File: src/rtl/arf104b256e1r1w0cbbehcaa4acw_pkg.sv
// Shared constants for the 104b x 256-entry register-file read controller.
// Latency: n/a (package). Backpressure: n/a.
// Holds data/address widths, entry count, response FIFO depth and a mod-3 pointer helper.
package arf104b256e1r1w0cbbehcaa4acw_pkg;

  localparam int DWIDTH         = 104;
  localparam int AWIDTH         = 8;
  localparam int NUM_ENTRIES    = 256;
  localparam int RSP_FIFO_DEPTH = 3;
  localparam int CNT_W          = 2;   // enough for 0..RSP_FIFO_DEPTH

  // Pointer increment that wraps at the (non power-of-two) FIFO depth.
  function automatic logic [CNT_W-1:0] ptr_inc(input logic [CNT_W-1:0] ptr);
    return (ptr == CNT_W'(RSP_FIFO_DEPTH - 1)) ? '0 : ptr + 1'b1;
  endfunction

endpackage

File: src/rtl/arf104b256e1r1w0cbbehcaa4acw_rd_rsp_fifo.sv
// Purpose: 3-entry in-order response FIFO, pointers wrap modulo 3, no bypass.
// Latency: pushed data visible at o_head the cycle after the push.
// Backpressure: push ignored when full, pop ignored when empty; caller keeps credits.
// Ports: clk, rst (sync active-low), i_push/i_push_dat, i_pop, o_head_dat, o_count.
module arf104b256e1r1w0cbbehcaa4acw_rd_rsp_fifo
  import arf104b256e1r1w0cbbehcaa4acw_pkg::*;
#(
  parameter int W = arf104b256e1r1w0cbbehcaa4acw_pkg::DWIDTH
) (
  input  logic             clk,
  input  logic             rst,
  input  logic             i_push,
  input  logic [W-1:0]     i_push_dat,
  input  logic             i_pop,
  output logic [W-1:0]     o_head_dat,
  output logic [CNT_W-1:0] o_count
);

  logic [W-1:0]     r_mem [RSP_FIFO_DEPTH];
  logic [CNT_W-1:0] r_wr_ptr;
  logic [CNT_W-1:0] r_rd_ptr;
  logic [CNT_W-1:0] r_count;
  logic             w_do_push;
  logic             w_do_pop;

  assign w_do_push  = i_push & (r_count != CNT_W'(RSP_FIFO_DEPTH));
  assign w_do_pop   = i_pop & (r_count != '0);
  assign o_head_dat = r_mem[r_rd_ptr];
  assign o_count    = r_count;

  always_ff @(posedge clk) begin
    if (!rst) begin
      r_wr_ptr <= '0;
      r_rd_ptr <= '0;
      r_count  <= '0;
    end else begin
      if (w_do_push) r_wr_ptr <= ptr_inc(r_wr_ptr);
      if (w_do_pop)  r_rd_ptr <= ptr_inc(r_rd_ptr);
      // Simultaneous push and pop leaves the count unchanged.
      if (w_do_push && !w_do_pop)      r_count <= r_count + 1'b1;
      else if (w_do_pop && !w_do_push) r_count <= r_count - 1'b1;
    end
  end

  // Storage needs no reset: contents are only observed through a non-zero count.
  always_ff @(posedge clk) begin
    if (w_do_push) r_mem[r_wr_ptr] <= i_push_dat;
  end

endmodule

File: src/rtl/arf104b256e1r1w0cbbehcaa4acw_rd_ctrl.sv
// Purpose: read controller for a 104b x 256 array; write-first collision forwarding.
// Latency: accept in N -> array data in N+1 -> response visible in N+2.
// Backpressure: credit-based; rd_req_rdy only from registered count+inflight < 3.
// Ports: clk, rst (sync active-low); rd_req_*; wr_* (monitored); arr_rd_*; rd_rsp_*.
module arf104b256e1r1w0cbbehcaa4acw_rd_ctrl
  import arf104b256e1r1w0cbbehcaa4acw_pkg::*;
#(
  parameter int DWIDTH = arf104b256e1r1w0cbbehcaa4acw_pkg::DWIDTH,
  parameter int AWIDTH = arf104b256e1r1w0cbbehcaa4acw_pkg::AWIDTH
) (
  input  logic              clk,
  input  logic              rst,
  input  logic              rd_req_vld,
  output logic              rd_req_rdy,
  input  logic [AWIDTH-1:0] rd_req_adr,
  input  logic              wr_en,
  input  logic [AWIDTH-1:0] wr_adr,
  input  logic [DWIDTH-1:0] wr_data,
  output logic              arr_rd_en,
  output logic [AWIDTH-1:0] arr_rd_adr,
  input  logic [DWIDTH-1:0] arr_rd_data,
  output logic              rd_rsp_vld,
  input  logic              rd_rsp_rdy,
  output logic [DWIDTH-1:0] rd_rsp_data
);

  logic              r_inflight;
  logic              r_coll;
  logic [DWIDTH-1:0] r_coll_data;
  logic [CNT_W-1:0]  w_count;
  logic [DWIDTH-1:0] w_head;
  logic [DWIDTH-1:0] w_push_data;
  logic              w_accept;
  logic              w_pop;
  logic              w_credit_ok;

  // Inflight read already owns a FIFO slot, so it counts against credit.
  assign w_credit_ok = ({1'b0, w_count} + {2'b00, r_inflight}) < 3'(RSP_FIFO_DEPTH);
  // rst gating forces outputs idle during the reset cycle itself.
  assign rd_req_rdy  = rst & w_credit_ok;
  assign w_accept    = rd_req_vld & rd_req_rdy;
  assign arr_rd_en   = w_accept;
  assign arr_rd_adr  = rd_req_adr;

  assign rd_rsp_vld  = rst & (w_count != '0);
  assign rd_rsp_data = rd_rsp_vld ? w_head : '0;
  assign w_pop       = rd_rsp_vld & rd_rsp_rdy;

  // A write to the same entry in the accept cycle wins over the array's old data.
  assign w_push_data = r_coll ? r_coll_data : arr_rd_data;

  always_ff @(posedge clk) begin
    if (!rst) begin
      r_inflight  <= 1'b0;
      r_coll      <= 1'b0;
      r_coll_data <= '0;
    end else begin
      r_inflight <= w_accept;
      r_coll     <= w_accept & wr_en & (wr_adr == rd_req_adr);
      if (w_accept) r_coll_data <= wr_data;
    end
  end

  arf104b256e1r1w0cbbehcaa4acw_rd_rsp_fifo #(
    .W (DWIDTH)
  ) u_rsp_fifo (
    .clk        (clk),
    .rst        (rst),
    .i_push     (r_inflight),
    .i_push_dat (w_push_data),
    .i_pop      (w_pop),
    .o_head_dat (w_head),
    .o_count    (w_count)
  );

endmodule

File: config.mk
export PLATFORM = sky130hd
export DESIGN_NAME = arf104b256e1r1w0cbbehcaa4acw_rd_ctrl
export DESIGN_NICKNAME = d
export VERILOG_FILES = /design/src/rtl/arf104b256e1r1w0cbbehcaa4acw_pkg.sv /design/src/rtl/arf104b256e1r1w0cbbehcaa4acw_rd_rsp_fifo.sv /design/src/rtl/arf104b256e1r1w0cbbehcaa4acw_rd_ctrl.sv
export SDC_FILE = /design/constraint.sdc
export NUM_CORES = 1
export LEC_CHECK = 0
export ABC_AREA = 1
export BUFFER_PORTS_ARGS = -buffer_cell sky130_fd_sc_hd__buf_2
export CAP_MARGIN = 40
export CORE_MARGIN = 10
export CORE_UTILIZATION = 24
export DETAILED_ROUTE_END_ITERATION = 8
export PLACE_DENSITY_LB_ADDON = 0.25
export SETUP_SLACK_MARGIN = 0.5
export SYNTH_ARGS = -nofsm -noshare
export SYNTH_HDL_FRONTEND = slang
export SYNTH_SLANG_ARGS = --single-unit
File: constraint.sdc
create_clock -name clk -period 9.2 [get_ports clk]
set_input_delay 0.46 -clock clk [delete_from_list [all_inputs] [get_ports clk]]
set_output_delay 0.46 -clock clk [all_outputs]
set_load 0.02 [all_outputs]
==> results.json, run 1 <==
{
  "min_period_ns": 3.91,
  "dieArea_sq_um": 82200,
  "multiInputGateArea_sq_um": 4850,
  "fin_crit_sh_pct": 42.5,
  "rr_endpoint": "r_coll_data[78]",
  "rsz0062_at_grt": "false",
  "skew_ns": 0.0191,
  "p_leak_nw": 7.64,
  "cts-resized-gates": 0,
  "p_seq_share_pct": 46.7,
  "io-pin-count": 344,
  "syn_avg_cell_area_sq_um": 12.8,
  "sw_frac_of_total_pct": 25.0,
  "p_int_mw": 3.49,
  "area.sequential_sq_um": 11700,
  "cts_tree": "yes",
  "drc": 0,
  "power.switching_mw": 1.16,
  "syn_nets": 1563,
  "tightestPinTransition_ns": 0.845,
  "synth-seq-area-share_pct": 68.3,
  "grt_usage_pct": 12.0,
  "drive_gt1_share_pct": 32.9,
  "row_count": 97,
  "first_pass_iters": 4,
  "synthCells": 1331,
  "startpoint_type": "flop",
  "cts_root_buf": "clkbuf_16",
  "syn-cell-area_sq_um": 17100,
  "start_util_pct": 24.3,
  "yosysWarningCount": 0,
  "die_w_um": 287,
  "pwr-share-clk_pct": 42.4,
  "finalWirelength_mm": 50.8,
  "final-hold-violation-count": 0,
  "p_per_area_nw_per_um2": 217,
  "final_nets": 1880,
  "avgRoutedWirePerCell_um": 19.3,
  "met1_length_mm": 20.5,
  "tns_ns": 0,
  "dp_hpwl_mm": 32.9,
  "die_h_um": 287,
  "postCtsSetupRepairBufs": 0,
  "drtIter0Drc": 628,
  "routabilityCongestion": 0.756,
  "grt_pass1_vias": 12200,
  "core_area_sq_um": 70300,
  "status": "complete, no violations",
  "path_class": "flop to output port",
  "timing.reg2reg.setup_slack_ns": 5.86,
  "wl_met3_mm": 2.62,
  "cts_buffers": 51,
  "clk_latency_ns": 0.59,
  "synth_seq_cells": 426,
  "drv_cap": 0,
  "timing.rr.start": "u_rsp_fifo.o_count[0]",
  "met2_wirelength_mm": 26.3,
  "final_common_cell": "buf_2",
  "portBuffers": 343,
  "ant_nets": 0,
  "power_mw": 4.65,
  "combinationalPowerShare_pct": 10.9,
  "setup_viol": 0,
  "syn2layout_area_growth_pct": 25.8,
  "crit_fanout": 41,
  "cts_max_level": 2,
  "vdd_drop_max_uv": 112,
  "max_freq_ghz": 0.256,
  "worstPathArrival_ns": 3.45,
  "fill_cells": 7149,
  "ys_types": 22,
  "viasPerCell": 4.36,
  "grt_max_degree": 107,
  "grt_overflow": 0,
  "cts_num_sinks": 426,
  "mostFrequentLayoutCells": "buf_2, edfxtp_1, nand2_1, a21oi_1",
  "highest_layer": "met5",
  "antenna_found_initial": 5,
  "slew_headroom_pct": 43.7,
  "required_ns": 8.74,
  "grt_pass1_wl_mm": 76.1,
  "critPathCaptureType": "output port",
  "hold_buffers": 0,
  "vias": 11500,
  "rr_worst_depth": 8,
  "hold_class": "primary input to flop",
  "finalMaxSlewViolations": 0,
  "clock_path_buffers": 3,
  "clk_pin_slew_ns": 0.06,
  "endpoint": "rd_rsp_data[27]"
}
==> registers in the layout, summed over array words and instances, names as in the netlist, named ones only <==
signal and cells:
u_rsp_fifo.r_mem 312, r_coll 1, u_rsp_fifo.r_rd_ptr 2, u_rsp_fifo.r_wr_ptr 2, r_coll_data 104, u_rsp_fifo.o_count 2
r_inflight 1
==> cell usage after synthesis <==
cell,n,share of area [%]
inv_1,20,0.44
o21ai_1,1,0.029
xnor2_1,2,0.10
buf_1,3,0.066
buf_2,39,1.1
a21oi_1,214,6.3
a21boi_0,1,0.044
ha_1,3,0.22
mux2i_1,104,6.1
inv_2,2,0.044
o21ai_0,112,3.3
clkinv_1,1,0.022
buf_4,18,0.79
edfxtp_1,312,55
nand4_4,1,0.12
nor3_1,1,0.029
nor2_1,12,0.26
nand3_1,5,0.15
nand2_1,223,4.9
mux2_2,104,6.9
dfxtp_1,114,13
clkbuf_1,39,0.86
==> final cells by class <==
type | count | area share, %
diodes | 2 | 0.0233
clock buffers | 70 | 6.66
clock inverters | 24 | 1.02
inverters | 23 | 0.478
multi-input cells | 783 | 22.6
flip-flops and latches | 426 | 54.3
well taps | 940 | 5.48
repair buffers | 363 | 9.44
==> critical path, cell delays in order, from the launching register on <==
cell     delay [ns]
dfxtp_4        0.64
buf_4          0.68
buf_4          0.80
mux2i_1        0.17
a21oi_1        0.22
buf_2          0.21
==> routing by layer <==
metal | up-vias | GRT usage (%)
met5 | - | 0
met3 | 81 | 2.66
met1 | 5704 | 13.7
met2 | 240 | 21.7
met4 | 4 | 4.13
li1 | 5444 | -
==> logic make-up after synthesis <==
family,after synthesis,synth area share (%)
DFF,426,68.3
AOI/OAI and AO/OA,328,9.63
and+or+nand+nor,242,5.47
muxes,208,13.0
buffers and inverters,122,3.36
adders and majority gates,3,0.220
xor gates and xnor gates,2,0.103
==> worst min-delay path by stage <==
stage / slack (ns) / cells after the start / from / end
2_1_floorplan: 0.44 / 2 / r_coll_data[32] / r_coll_data[32]
3_3_place_gp: 0.45 / 2 / r_coll_data[91] / r_coll_data[91]
3_5_place_dp: 0.45 / 2 / r_coll_data[78] / r_coll_data[78]
4_1_cts: 0.06 / 3 / wr_data[31] / r_coll_data[31]
5_1_grt: 0.08 / 3 / wr_data[5] / r_coll_data[5]
6_report: 0.12 / 3 / wr_data[31] / r_coll_data[31]
==> power by group through the flow <==
stage,clock network [mW],registers [mW],logic [mW]
final,1.97,2.17,0.505
after global routing,2.13,2.18,0.559
after CTS,2.05,2.17,0.522
after detailed placement,0,2.21,0.520
after global placement,0,2.21,0.503
after floorplan,0,2.20,0.311
==> through the flow <==
stage,area (sq um),hold WS (ns),cells,setup WS (ns),util (%)
3_5_place_dp,19800,0.452,2535,5.74,28.2
5_1_grt,21500,0.0811,2630,5.04,30.5
2_1_floorplan,17100,0.441,1331,0.716,-
3_3_place_gp,19600,0.448,2527,5.74,27.9
6_report,21500,0.120,2631,5.29,30.5
4_1_cts,21500,0.0558,2629,5.17,30.5
Power figures use the tool's default switching activity.
==> run 2, diff against run 1 <==
==> constraint.sdc (replaced) <==
create_clock -name clk -period 3.15 [get_ports clk]
set_input_delay 0.1575 -clock clk [delete_from_list [all_inputs] [get_ports clk]]
set_output_delay 0.1575 -clock clk [all_outputs]
set_load 0.02 [all_outputs]
==> results.json, run 2 (same netlist as run 1, synthesis figures left out) <==
{
  "grt_pass1_wl_mm": 77.9,
  "dieArea_sq_um": 82200,
  "hold_start": "rd_req_vld",
  "dp_slack_ns": 0.897,
  "status": "complete, no violations",
  "row_count": 97,
  "clk_pin_slew_ns": 0.06,
  "timing.rr.start": "u_rsp_fifo.o_count[0]",
  "p_per_area_nw_per_um2": 580,
  "viasPerCell": 4.24,
  "final_util_pct": 33.7,
  "tightestPinTransition_ns": 0.715,
  "min_period_ns": 2.57,
  "portBuffers": 343,
  "grt_usage_pct": 12.2,
  "largest_reg_flops": 312,
  "required_ns": 2.99,
  "startpoint": "u_rsp_fifo.o_count[0]",
  "critPathCaptureType": "output port",
  "drc": 0,
  "setup_viol": 0,
  "startpoint_type": "flop",
  "final_nets": 2095,
  "die_h_um": 287,
  "setup_slack_ns": 0.582,
  "vdd_drop_max_uv": 397,
  "cts_root_buf": "clkbuf_16",
  "first_pass_iters": 4,
  "die_w_um": 287,
  "fin_crit_sh_pct": 81.5,
  "top_register": "u_rsp_fifo.r_mem",
  "crit_fanout": 38,
  "drv_cap": 0,
  "reg_top3": "u_rsp_fifo.r_mem x312, r_coll_data x104",
  "io-pin-count": 344,
  "cts_tree": "yes",
  "skew_ns": 0.0133,
  "vias": 12100,
  "final-hold-violation-count": 0,
  "fill_cells": 6910,
  "max_freq_ghz": 0.389,
  "path_class": "flop to output port",
  "routabilityCongestion": 0.730,
  "finalMaxSlewViolations": 0,
  "grt_pass1_vias": 13100,
  "final_common_cell": "buf_2",
  "worstPathArrival_ns": 2.41,
  "rsz0062_at_grt": "true",
  "slew_headroom_pct": 52.3,
  "ant_nets": 0,
  "grt_overflow": 0,
  "antenna_found_initial": 4,
  "drtIter0Drc": 460,
  "mostFrequentLayoutCells": "buf_2, edfxtp_1, nand2_1, a21oi_1, dlygate4sd3_1",
  "p_leak_nw": 8.54,
  "hold_class": "primary input to flop",
  "finalWirelength_mm": 51.4,
  "avgRoutedWirePerCell_um": 18.0,
  "dp_hpwl_mm": 31.5,
  "syn2layout_area_growth_pct": 38.9,
  "cts_max_level": 2,
  "clk_latency_ns": 0.57,
  "cts_num_sinks": 426,
  "drive_gt1_share_pct": 29.1,
  "core_area_sq_um": 70300,
  "start_util_pct": 24.3,
  "cts_buffers": 50,
  "grt_max_degree": 107,
  "clock_path_buffers": 3
}
[run 2: cell count changes in the layout (fill, tap and decap cells not counted), moves of 4 or more]
cell	previous run	this run
buf_12	0	16
buf_16	8	0
buf_4	12	6
clkbuf_1	12	22
clkbuf_16	52	56
dlygate4sd3_1	0	214
inv_4	5	1
[run 2: critical path: stages, from the launching register on]
cell,delay [ns]
dfxtp_1,0.43
o21ai_1,0.16
clkinv_4,0.26
buf_12,0.25
o21ai_0,0.11
a21oi_1,0.31
buf_2,0.24
[run 2: worst paths after layout]
kind	to	slack (ns)	depth (start not counted)
setup / recovery	rd_rsp_data[90]	0.58	6
hold reg to reg	r_coll_data[98]	0.46	2
hold / removal	r_coll_data[39]	0.18	5
setup reg to reg	r_coll	0.72	9
[run 2: final cells by class]
type                    instances  area (sq um)  area share (%)
diodes                          5          12.5          0.0528
clock buffers                  81          1530            6.43
clock inverters                13           119           0.501
inverters                      23           119           0.501
multi-input cells             783          4870            20.5
flip-flops and latches        426         11700            49.2
well taps                     940          1180            4.96
repair buffers                579          4220            17.8
[run 2: timing repair]
item,4_1_cts,5_1_grt
buffers inserted,1,0
resized for setup,5,2
endpoints found under the setup margin,74,7
hold buffers,214,0
hold endpoints to repair,423,0
[run 2: per-layer routing]
| metal | vias to the layer above | track usage [%] | wire length [um] |
|---|---|---|---|
| li1 | 5875 | - | - |
| met1 | 5892 | 13.7 | 20700 |
| met2 | 233 | 22.4 | 26900 |
| met3 | 82 | 2.36 | 2190 |
| met4 | 0 | 4.47 | 1610 |
| met5 | - | 0 | 0 |
[run 2: through the flow]
stage | hold WS (ns) | instances | power (mW) | area (sq um) | setup TNS (ns)
6_report | 0.182 | 2850 | 13.8 | 23700 | 0
5_1_grt | 0.191 | 2849 | 14.4 | 23700 | 0
4_1_cts | 0.0873 | 2845 | 14.0 | 23700 | 0
3_5_place_dp | 0.412 | 2536 | 7.99 | 19900 | 0
3_3_place_gp | 0.407 | 2536 | 7.96 | 19900 | 0
2_1_floorplan | 0.300 | 1331 | 7.34 | 17100 | -39.01
[run 2: power breakdown]
group	internal, mW	leakage, nW	switching [mW]
registers	6.26	3.77	0.0823
clock network	3.47	0.810	2.24
logic	0.694	3.95	1.02
total	10.4	8.54	3.34
